[config.mk]
export PLATFORM = sky130hd
export DESIGN_NAME = lsu_mem_master
export DESIGN_NICKNAME = d
export VERILOG_FILES = /design/src/rtl/lsu_pkg.sv /design/src/rtl/lsu_align.sv /design/src/rtl/lsu_mem_master.sv
export SDC_FILE = /design/constraint.sdc
export NUM_CORES = 1
export LEC_CHECK = 0
export ABC_AREA = 1
export BUFFER_PORTS_ARGS = -buffer_cell sky130_fd_sc_hd__buf_4
export CORE_MARGIN = 2
export CORE_UTILIZATION = 51
export CTS_BUF_LIST = sky130_fd_sc_hd__clkbuf_4
export DETAILED_ROUTE_END_ITERATION = 8
export GPL_ROUTABILITY_DRIVEN = 0
export MAX_ROUTING_LAYER = met4
export PLACE_DENSITY_LB_ADDON = 0.3
export SETUP_SLACK_MARGIN = 0.05
export SYNTH_ARGS = -nofsm -noshare
export SYNTH_HDL_FRONTEND = slang
export SYNTH_SLANG_ARGS = --single-unit
[constraint.sdc]
create_clock -name clk -period 4.9 [get_ports clk]
set_input_delay 0.98 -clock clk [delete_from_list [all_inputs] [get_ports clk]]
set_output_delay 0.98 -clock clk [all_outputs]
set_load 0.005 [all_outputs]
[src/rtl/lsu_pkg.sv]
// Shared types and constants for the load/store memory master.
// Holds the request sizes, FSM states and per-size byte-lane masks.
package lsu_pkg;

  typedef enum logic [1:0] {
    SZ_BYTE = 2'b00,
    SZ_HALF = 2'b01,
    SZ_WORD = 2'b10
  } lsu_size_e;

  typedef enum logic [1:0] {
    IDLE = 2'b00,
    ACC0 = 2'b01,
    ACC1 = 2'b10,
    RESP = 2'b11
  } lsu_state_e;

  localparam logic [3:0] MASK_BYTE = 4'b0001;
  localparam logic [3:0] MASK_HALF = 4'b0011;
  localparam logic [3:0] MASK_WORD = 4'b1111;

  // The reserved encoding 2'b11 behaves as a word access.
  function automatic lsu_size_e norm_size(input logic [1:0] raw);
    case (raw)
      2'b00:   norm_size = SZ_BYTE;
      2'b01:   norm_size = SZ_HALF;
      default: norm_size = SZ_WORD;
    endcase
  endfunction

  function automatic logic [3:0] size_mask(input lsu_size_e sz);
    case (sz)
      SZ_BYTE: size_mask = MASK_BYTE;
      SZ_HALF: size_mask = MASK_HALF;
      default: size_mask = MASK_WORD;
    endcase
  endfunction

endpackage

[src/rtl/lsu_align.sv]
// Byte-lane steering for the memory master: store lane/enable placement over
// two words, and load extraction plus sign/zero extension from two words.
import lsu_pkg::*;

module lsu_align (
  input  lsu_size_e   size,
  input  logic [1:0]  off,
  input  logic [31:0] wdata,
  output logic [7:0]  be8,
  output logic [63:0] wd64,
  input  logic [31:0] rd_lo,
  input  logic [31:0] rd_hi,
  input  logic        is_unsigned,
  output logic [31:0] rdata
);

  logic [5:0]  shamt_s;
  logic [31:0] raw_s;

  // Shift store lanes up and load lanes down by the byte offset, then extend.
  always_comb begin
    shamt_s = {1'b0, off, 3'b000};
    be8     = {4'b0000, size_mask(size)} << off;
    wd64    = {32'h0000_0000, wdata} << shamt_s;
    raw_s   = 32'({rd_hi, rd_lo} >> shamt_s);
    case (size)
      SZ_BYTE: rdata = {{24{raw_s[7] & ~is_unsigned}}, raw_s[7:0]};
      SZ_HALF: rdata = {{16{raw_s[15] & ~is_unsigned}}, raw_s[15:0]};
      default: rdata = raw_s;
    endcase
  end

endmodule

[src/rtl/lsu_mem_master.sv]
// Single-request load/store initiator for a byte-enabled, 1-cycle-latency RAM.
// Word-crossing accesses are split into two RAM accesses (ACC0 then ACC1).
import lsu_pkg::*;

module lsu_mem_master #(
  parameter int ADDRESS_WIDTH = 32,
  parameter int BYTE_WIDTH    = 8,
  parameter int BYTES         = 4
) (
  input  logic                          clk,
  input  logic                          rst,
  input  logic                          req_valid,
  output logic                          req_ready,
  input  logic                          req_we,
  input  logic [1:0]                    req_size,
  input  logic                          req_unsigned,
  input  logic [ADDRESS_WIDTH-1:0]      req_addr,
  input  logic [BYTE_WIDTH*BYTES-1:0]   req_wdata,
  output logic                          resp_valid,
  output logic [BYTE_WIDTH*BYTES-1:0]   resp_rdata,
  output logic [ADDRESS_WIDTH-1:0]      mem_addr,
  output logic [BYTES-1:0]              mem_be,
  output logic [BYTE_WIDTH*BYTES-1:0]   mem_wdata,
  output logic                          mem_we,
  input  logic [BYTE_WIDTH*BYTES-1:0]   mem_rdata
);

  lsu_state_e                     state_r;
  lsu_state_e                     state_nx_s;
  logic                           accept_s;
  logic                           we_r;
  lsu_size_e                      size_r;
  logic                           uns_r;
  logic [ADDRESS_WIDTH-1:0]       addr_r;
  logic [31:0]                    wdata_r;
  logic [31:0]                    lo_buf_r;

  logic [7:0]                     be8_s;
  logic [63:0]                    wd64_s;
  logic [31:0]                    rd_lo_s;
  logic [31:0]                    rd_hi_s;
  logic [31:0]                    rdata_s;
  logic                           split_s;
  logic [ADDRESS_WIDTH-1:0]       addr0_s;
  logic [ADDRESS_WIDTH-1:0]       addr1_s;

  assign accept_s = (state_r == IDLE) && req_valid;
  assign split_s  = (be8_s[7:4] != 4'b0000);
  assign addr0_s  = {addr_r[ADDRESS_WIDTH-1:2], 2'b00};
  assign addr1_s  = addr0_s + {{(ADDRESS_WIDTH-3){1'b0}}, 3'b100};
  assign rd_lo_s  = split_s ? lo_buf_r : mem_rdata;
  assign rd_hi_s  = split_s ? mem_rdata : 32'h0000_0000;

  lsu_align u_align (
    .size        (size_r),
    .off         (addr_r[1:0]),
    .wdata       (wdata_r),
    .be8         (be8_s),
    .wd64        (wd64_s),
    .rd_lo       (rd_lo_s),
    .rd_hi       (rd_hi_s),
    .is_unsigned (uns_r),
    .rdata       (rdata_s)
  );

  // State register.
  always_ff @(posedge clk or posedge rst) begin
    if (rst) begin
      state_r <= IDLE;
    end else begin
      state_r <= state_nx_s;
    end
  end

  // Request capture on accept; first read word buffered while the second is fetched.
  always_ff @(posedge clk or posedge rst) begin
    if (rst) begin
      we_r     <= 1'b0;
      size_r   <= SZ_BYTE;
      uns_r    <= 1'b0;
      addr_r   <= '0;
      wdata_r  <= 32'h0000_0000;
      lo_buf_r <= 32'h0000_0000;
    end else begin
      if (accept_s) begin
        we_r    <= req_we;
        size_r  <= norm_size(req_size);
        uns_r   <= req_unsigned;
        addr_r  <= req_addr;
        wdata_r <= req_wdata;
      end
      if (state_r == ACC1) begin
        lo_buf_r <= mem_rdata;
      end
    end
  end

  // Next-state and RAM/response outputs, all decoded from the current state.
  always_comb begin
    state_nx_s = state_r;
    req_ready  = 1'b0;
    resp_valid = 1'b0;
    resp_rdata = '0;
    mem_addr   = '0;
    mem_be     = '0;
    mem_wdata  = '0;
    mem_we     = 1'b0;
    case (state_r)
      IDLE: begin
        req_ready = 1'b1;
        if (req_valid) begin
          state_nx_s = ACC0;
        end else begin
          state_nx_s = IDLE;
        end
      end
      ACC0: begin
        mem_addr  = addr0_s;
        mem_be    = be8_s[3:0];
        mem_wdata = wd64_s[31:0];
        mem_we    = we_r;
        if (split_s) begin
          state_nx_s = ACC1;
        end else begin
          state_nx_s = RESP;
        end
      end
      ACC1: begin
        mem_addr   = addr1_s;
        mem_be     = be8_s[7:4];
        mem_wdata  = wd64_s[63:32];
        mem_we     = we_r;
        state_nx_s = RESP;
      end
      RESP: begin
        resp_valid = 1'b1;
        if (we_r) begin
          resp_rdata = '0;
        end else begin
          resp_rdata = rdata_s;
        end
        state_nx_s = IDLE;
      end
      default: begin
        state_nx_s = IDLE;
      end
    endcase
  end

endmodule
# --- Word level (Yosys, flattened, before mapping) ---
# Index checks and enable logic that the tools add are counted.
word_totals:
  regBits: 102
  in_bits: 103
  out_inout_bits: 103
op_classes:
  addsub: 1
  eq_ne: 5
  shifts: 3
  mux: 16
  bitwise_logic: 3
  reduce_logical: 6
op_table:
  columns: ["cell", "n"]
  rows:
  - ["$pmux 32 s2", 3]
  - ["$mux 32", 4]
  - ["$shl 32x5->64", 1]
  - ["$shr 64x5->32", 1]
  - ["$add 32x3->32 const B", 1]
  - ["$pmux 4 s2", 2]
  - ["$pmux 2 s4", 1]
  - ["$shl 4x2->8", 1]
  - ["$eq 2x1->1 const B", 3]
  - ["$logic_not 2->1", 3]
  - ["$mux 1", 5]
  - ["$eq 2x2->1 const B", 2]
  - ["$pmux 2 s2", 1]
  - ["$reduce_bool 4->1", 1]
  - ["$and 1x1->1", 2]
  - ["$reduce_or 2->1", 1]
  - ["$logic_and 1x1->1", 1]
  - ["$not 1->1", 1]

# --- Logic depth before layout (Yosys ltp) ---
depth:
  ltp_word: 10
  depth_mapped: 14

# --- Modules after synthesis ---
# From an unflattened synthesis, not the netlist that was laid out.
unflattened:
  cells_unflattened: 1474
  area_unflattened_um2: 8529.4
by_module_without_submodules:
  columns: ["module", "instances", "cells_each", "area_per_inst_um2", "seq_area_each_um2"]
  rows:
  - ["lsu_mem_master", 1, 998, 6383.6, 2552.4]
  - ["lsu_align", 1, 476, 2145.8, 0.0]

# --- Worst setup path before layout ---
# No wires, ideal clock.
synth_path:
  path_type: "in2out"
  start: "input mem_rdata[31]"
  end: "output resp_rdata[21]"
  t_arrival_ns: 1.837
  required_ns: 3.920
  slack_ns: 2.083
  cell_stages: 9
  n_path_buf: 1
  path_cell_list: "inv_1 nand2_1 nand3_1 nand3_1 nand3_4 nand3_2 nand2_4 buf_8 nor2_4"
synth_between:
  elab_chain_cells: 6
  elab_cells_between_ends: 8
  classes_between: "shift (1); mux (5); bitwise (2)"
synth_rtl:
  columns: ["item", "line", "rtl"]
  rows:
  - ["start: declaration", "lsu_mem_master.sv:25", "input logic [BYTE_WIDTH*BYTES-1:0] mem_rdata"]
  - ["$mux 32 (on tied branches)", "lsu_mem_master.sv:51, lsu_mem_master.sv:52", null]
  - ["$shr 64x5->32 (*)", "lsu_align.sv:25", "raw_s = 32'({rd_hi, rd_lo} >> shamt_s);"]
  - ["$and 1x1->1 (on tied branches)", "lsu_align.sv:28, lsu_align.sv:27", null]
  - ["$pmux 32 s2 (*)", "lsu_align.sv:26", "case (size)"]
  - ["$mux 32 (*)", "lsu_mem_master.sv:137", "if (we_r) begin"]
  - ["$mux 32 (*)", "lsu_mem_master.sv:108", "case (state_r)"]
  - ["end: declaration", "lsu_mem_master.sv:20", "output logic [BYTE_WIDTH*BYTES-1:0] resp_rdata,"]
# Mark *: on every way between the ends. The rest lies on a longest branch, timed or not.

# --- Worst setup path in the final report ---
layout_path:
  start: "register state_r[0]"
  end: "output mem_wdata[0]"
layout_between:
  elab_chain_cells: 2
  elab_cells_between_ends: 3
  classes_between: "eq/ne (2); mux (1)"
layout_rtl:
  columns: ["item", "line", "rtl"]
  rows:
  - ["start: declaration", "lsu_mem_master.sv:28", "lsu_state_e state_r;"]
  - ["start signal: assignment", "lsu_mem_master.sv:71", "state_r <= state_nx_s;"]
  - ["$eq 2x2->1 / $eq 2x1->1 (equally long branches)", "lsu_mem_master.sv:108", null]
  - ["$pmux 32 s2 (*)", "lsu_mem_master.sv:108", null]
  - ["end: declaration", "lsu_mem_master.sv:23", "output logic [BYTE_WIDTH*BYTES-1:0] mem_wdata,"]
# Marks and branches as above.

==> flow_summary.toml <==
[logic_synthesis]
synth_top_area_share_pct = 34.2
async_flop_share_pct = 100
yosysUniqueCellTypes = 35
synth_edf_count = 0
avgSynthCellArea_um2 = 6.27
netlist_area_mm2 = 0.00747
synth_area_leaders = "dfrtp_1 (34%), nand2_1 (20%), o21ai_0 (13%), inv_1 (6.7%), nand3_1 (4.4%)"
synth.most_common_cell = "nand2_1"
yosysTopAreaCell = "dfrtp_1"
ys_warn_count = 0
synth_ff_type = "dfrtp_1"
ys_ff_latch = 102
ys_seq_area_share_pct = 34.2
ys_top_cells_by_count = "nand2_1 (392), o21ai_0 (201), inv_1 (133)"
netlist_instances = 1191

[sta]
worst_clock_skew_ns = 0.0222
worstMarginPinSlew_ns = 0.840
final_max_slew_viol_count = 0
setup_viol = 0
min_period_ns = 4.39
tns_ns = 0
slew_headroom_pct = 43.9
period_share_pct = 89.7
max_freq_mhz = 228
hold_viol_final = 0
rsz0062_at_grt = "no"

[clock_tree]
cts_tree = "yes"
cts-root-buf = "clkbuf_4"
post_cts_buffers = 0
clock-sinks = 102
cts_made_buffers = 9
clock_latency_ns = 0.50
cts.clk_slew.worst_paths_ns = 0.17
htree_num_levels = 3
ctsHoldBuffers = 0
clockBufferDepth = 2
post_cts_resize_count = 0

[min_path]
hold_class = "in -> async"

[outcome]
status = "finished clean"

[place]
dpl-instance-area_mm2 = 0.00904
hpwl_um = 17700
io_buffers = 203

[grt]
grt_max_degree = 69
grt_pass1_wl_um = 38900
antenna_found_initial = 1
grt_remaining_overflow = 0
grtUsageTotal_pct = 31.5
grt_pass1_vias = 7830

[cells_and_area]
nets = 1459
area_growth_pct = 22.9
drive_gt1_share_pct = 19.0
fin_area_mm2 = 0.00918

[die]
io_pins = 206
dieHeight_um = 125
start_util_pct = 51.8
dieArea_mm2 = 0.0156
die_w_um = 125
fp-row-count = 44
coreArea_mm2 = 0.0144

[pwr]
p_leak_nw = 4.57
power_mw = 5.75
ir_drop_uv = 322
power.density_mw_per_mm2 = 627

[drt]
drt-vias-per-instance = 5.64
wl_um = 24400
post_drt_wl_per_cell_um = 15.8
antenna_left = 0
vias = 8683
drtPass1Iterations = 5
drc_errors = 0
drtIter0Drc = 1018

[setup_path]
critical_path.max_fanout = 22
arrival_ns = 3.41
start_kind = "register"
cp.required_ns = 3.92
worst-setup-path-type = "reg -> out"
endpoint_kind = "primary output"
worstRegToRegCells = 6
r2r_end = "addr_r[12]$_DFFE_PP0P_"
rr_startpoint = "state_r[0]$_DFF_PP0_"
r2r_slack_ns = 2.50

[run]
cap_violations = 0
==> state kept, by name (all words and copies together) (netlist names) <==
register,flops
uns_r,1
we_r,1
addr_r,32
lo_buf_r,32
size_r,2
state_r,2
wdata_r,32
==> placed cells by master (no fill, tap or decap), types with 2 or more instances in the layout <==
cell type	netlist	layout
nand2_1	392	392
buf_4	3	217
o21ai_0	201	201
inv_1	133	131
dfrtp_1	102	101
nor2_1	74	74
nand3_1	66	66
a21oi_1	37	37
nand4_1	20	20
a221oi_1	12	12
o22ai_1	11	11
nor2_4	10	10
clkbuf_4	0	10
nor3_1	9	9
a31oi_1	9	9
o21ai_1	9	9
o211ai_1	7	7
clkinv_1	5	5
inv_2	3	4
ha_1	5	4
nand2_4	3	3
nand3_2	3	3
diode_2	0	2
nand2_2	2	2
nor4_1	2	2
conb_1	1	2
clkinv_4	0	2
==> routing by layer <==
layer  part of all wire [%]  global-route usage, %
met4                    2.7                   10.5
met2                     46                   48.5
met1                     41                   41.9
met5                      0                      -
met3                     10                   6.46
==> stage by stage <==
step                      std cells  utilization [%]  setup WS (ns)  hold WS, ns
after floorplan                1192                -           1.24        0.448
after global placement         1524             62.7           1.17        0.465
after detailed placement       1524             62.7           1.15        0.472
after CTS                      1538             63.6          0.539        0.462
after global routing           1540             63.7          0.389        0.477
final                          1540             63.7          0.506        0.477
==> power by group <==
part           total, mW  switching (mW)  internal (mW)
clock network      0.465           0.304          0.162
registers           1.60           0.350           1.25
logic               3.69            2.39           1.30
total               5.75            3.05           2.71
==> critical path, stage by stage (launching register included) <==
cell and delay, ns:
dfrtp_1 0.41, inv_1 0.07, ha_1 0.70, nand2_1 0.35, inv_1 0.72, o21ai_0 0.23, o22ai_1 0.26, buf_4 0.17
==> logic make-up (layout without fill, tap and decap cells) <==
kind of cell / Yosys count / count (layout) / share of synthesized area [%]
buffers and inverters: 210 / 372 / 11.1
AOI/OAI and AO/OA: 289 / 289 / 20.7
and+or+nand+nor: 584 / 584 / 33.2
DFF: 102 / 102 / 34.2
adders and majority gates: 5 / 5 / 0.837
other: 1 / 4 / 0.0502
==> worst max path at each step <==
stage,from,endpoint
global route,state_r[0]$_DFF_PP0_,mem_wdata[0]
floorplan,rst,addr_r[0]$_DFFE_PP0P_
finish,state_r[0]$_DFF_PP0_,mem_wdata[0]
CTS,state_r[0]$_DFF_PP0_,mem_wdata[0]
global placement,state_r[0]$_DFF_PP0_,mem_wdata[0]
detailed placement,state_r[0]$_DFF_PP0_,mem_wdata[0]
==> area by class of cell <==
class                      count  area [µm²]
clock inverter                 4        58.8
sequential                   102        2550
clock buffer                  10        75.1
tap                          184         230
timing repair buffer         217        1630
fill                        1380        5240
antenna                        2        5.00
multi-input combinational    880        4100
inverter                     141         532
No activity file was read; power rests on OpenSTA's default activity.
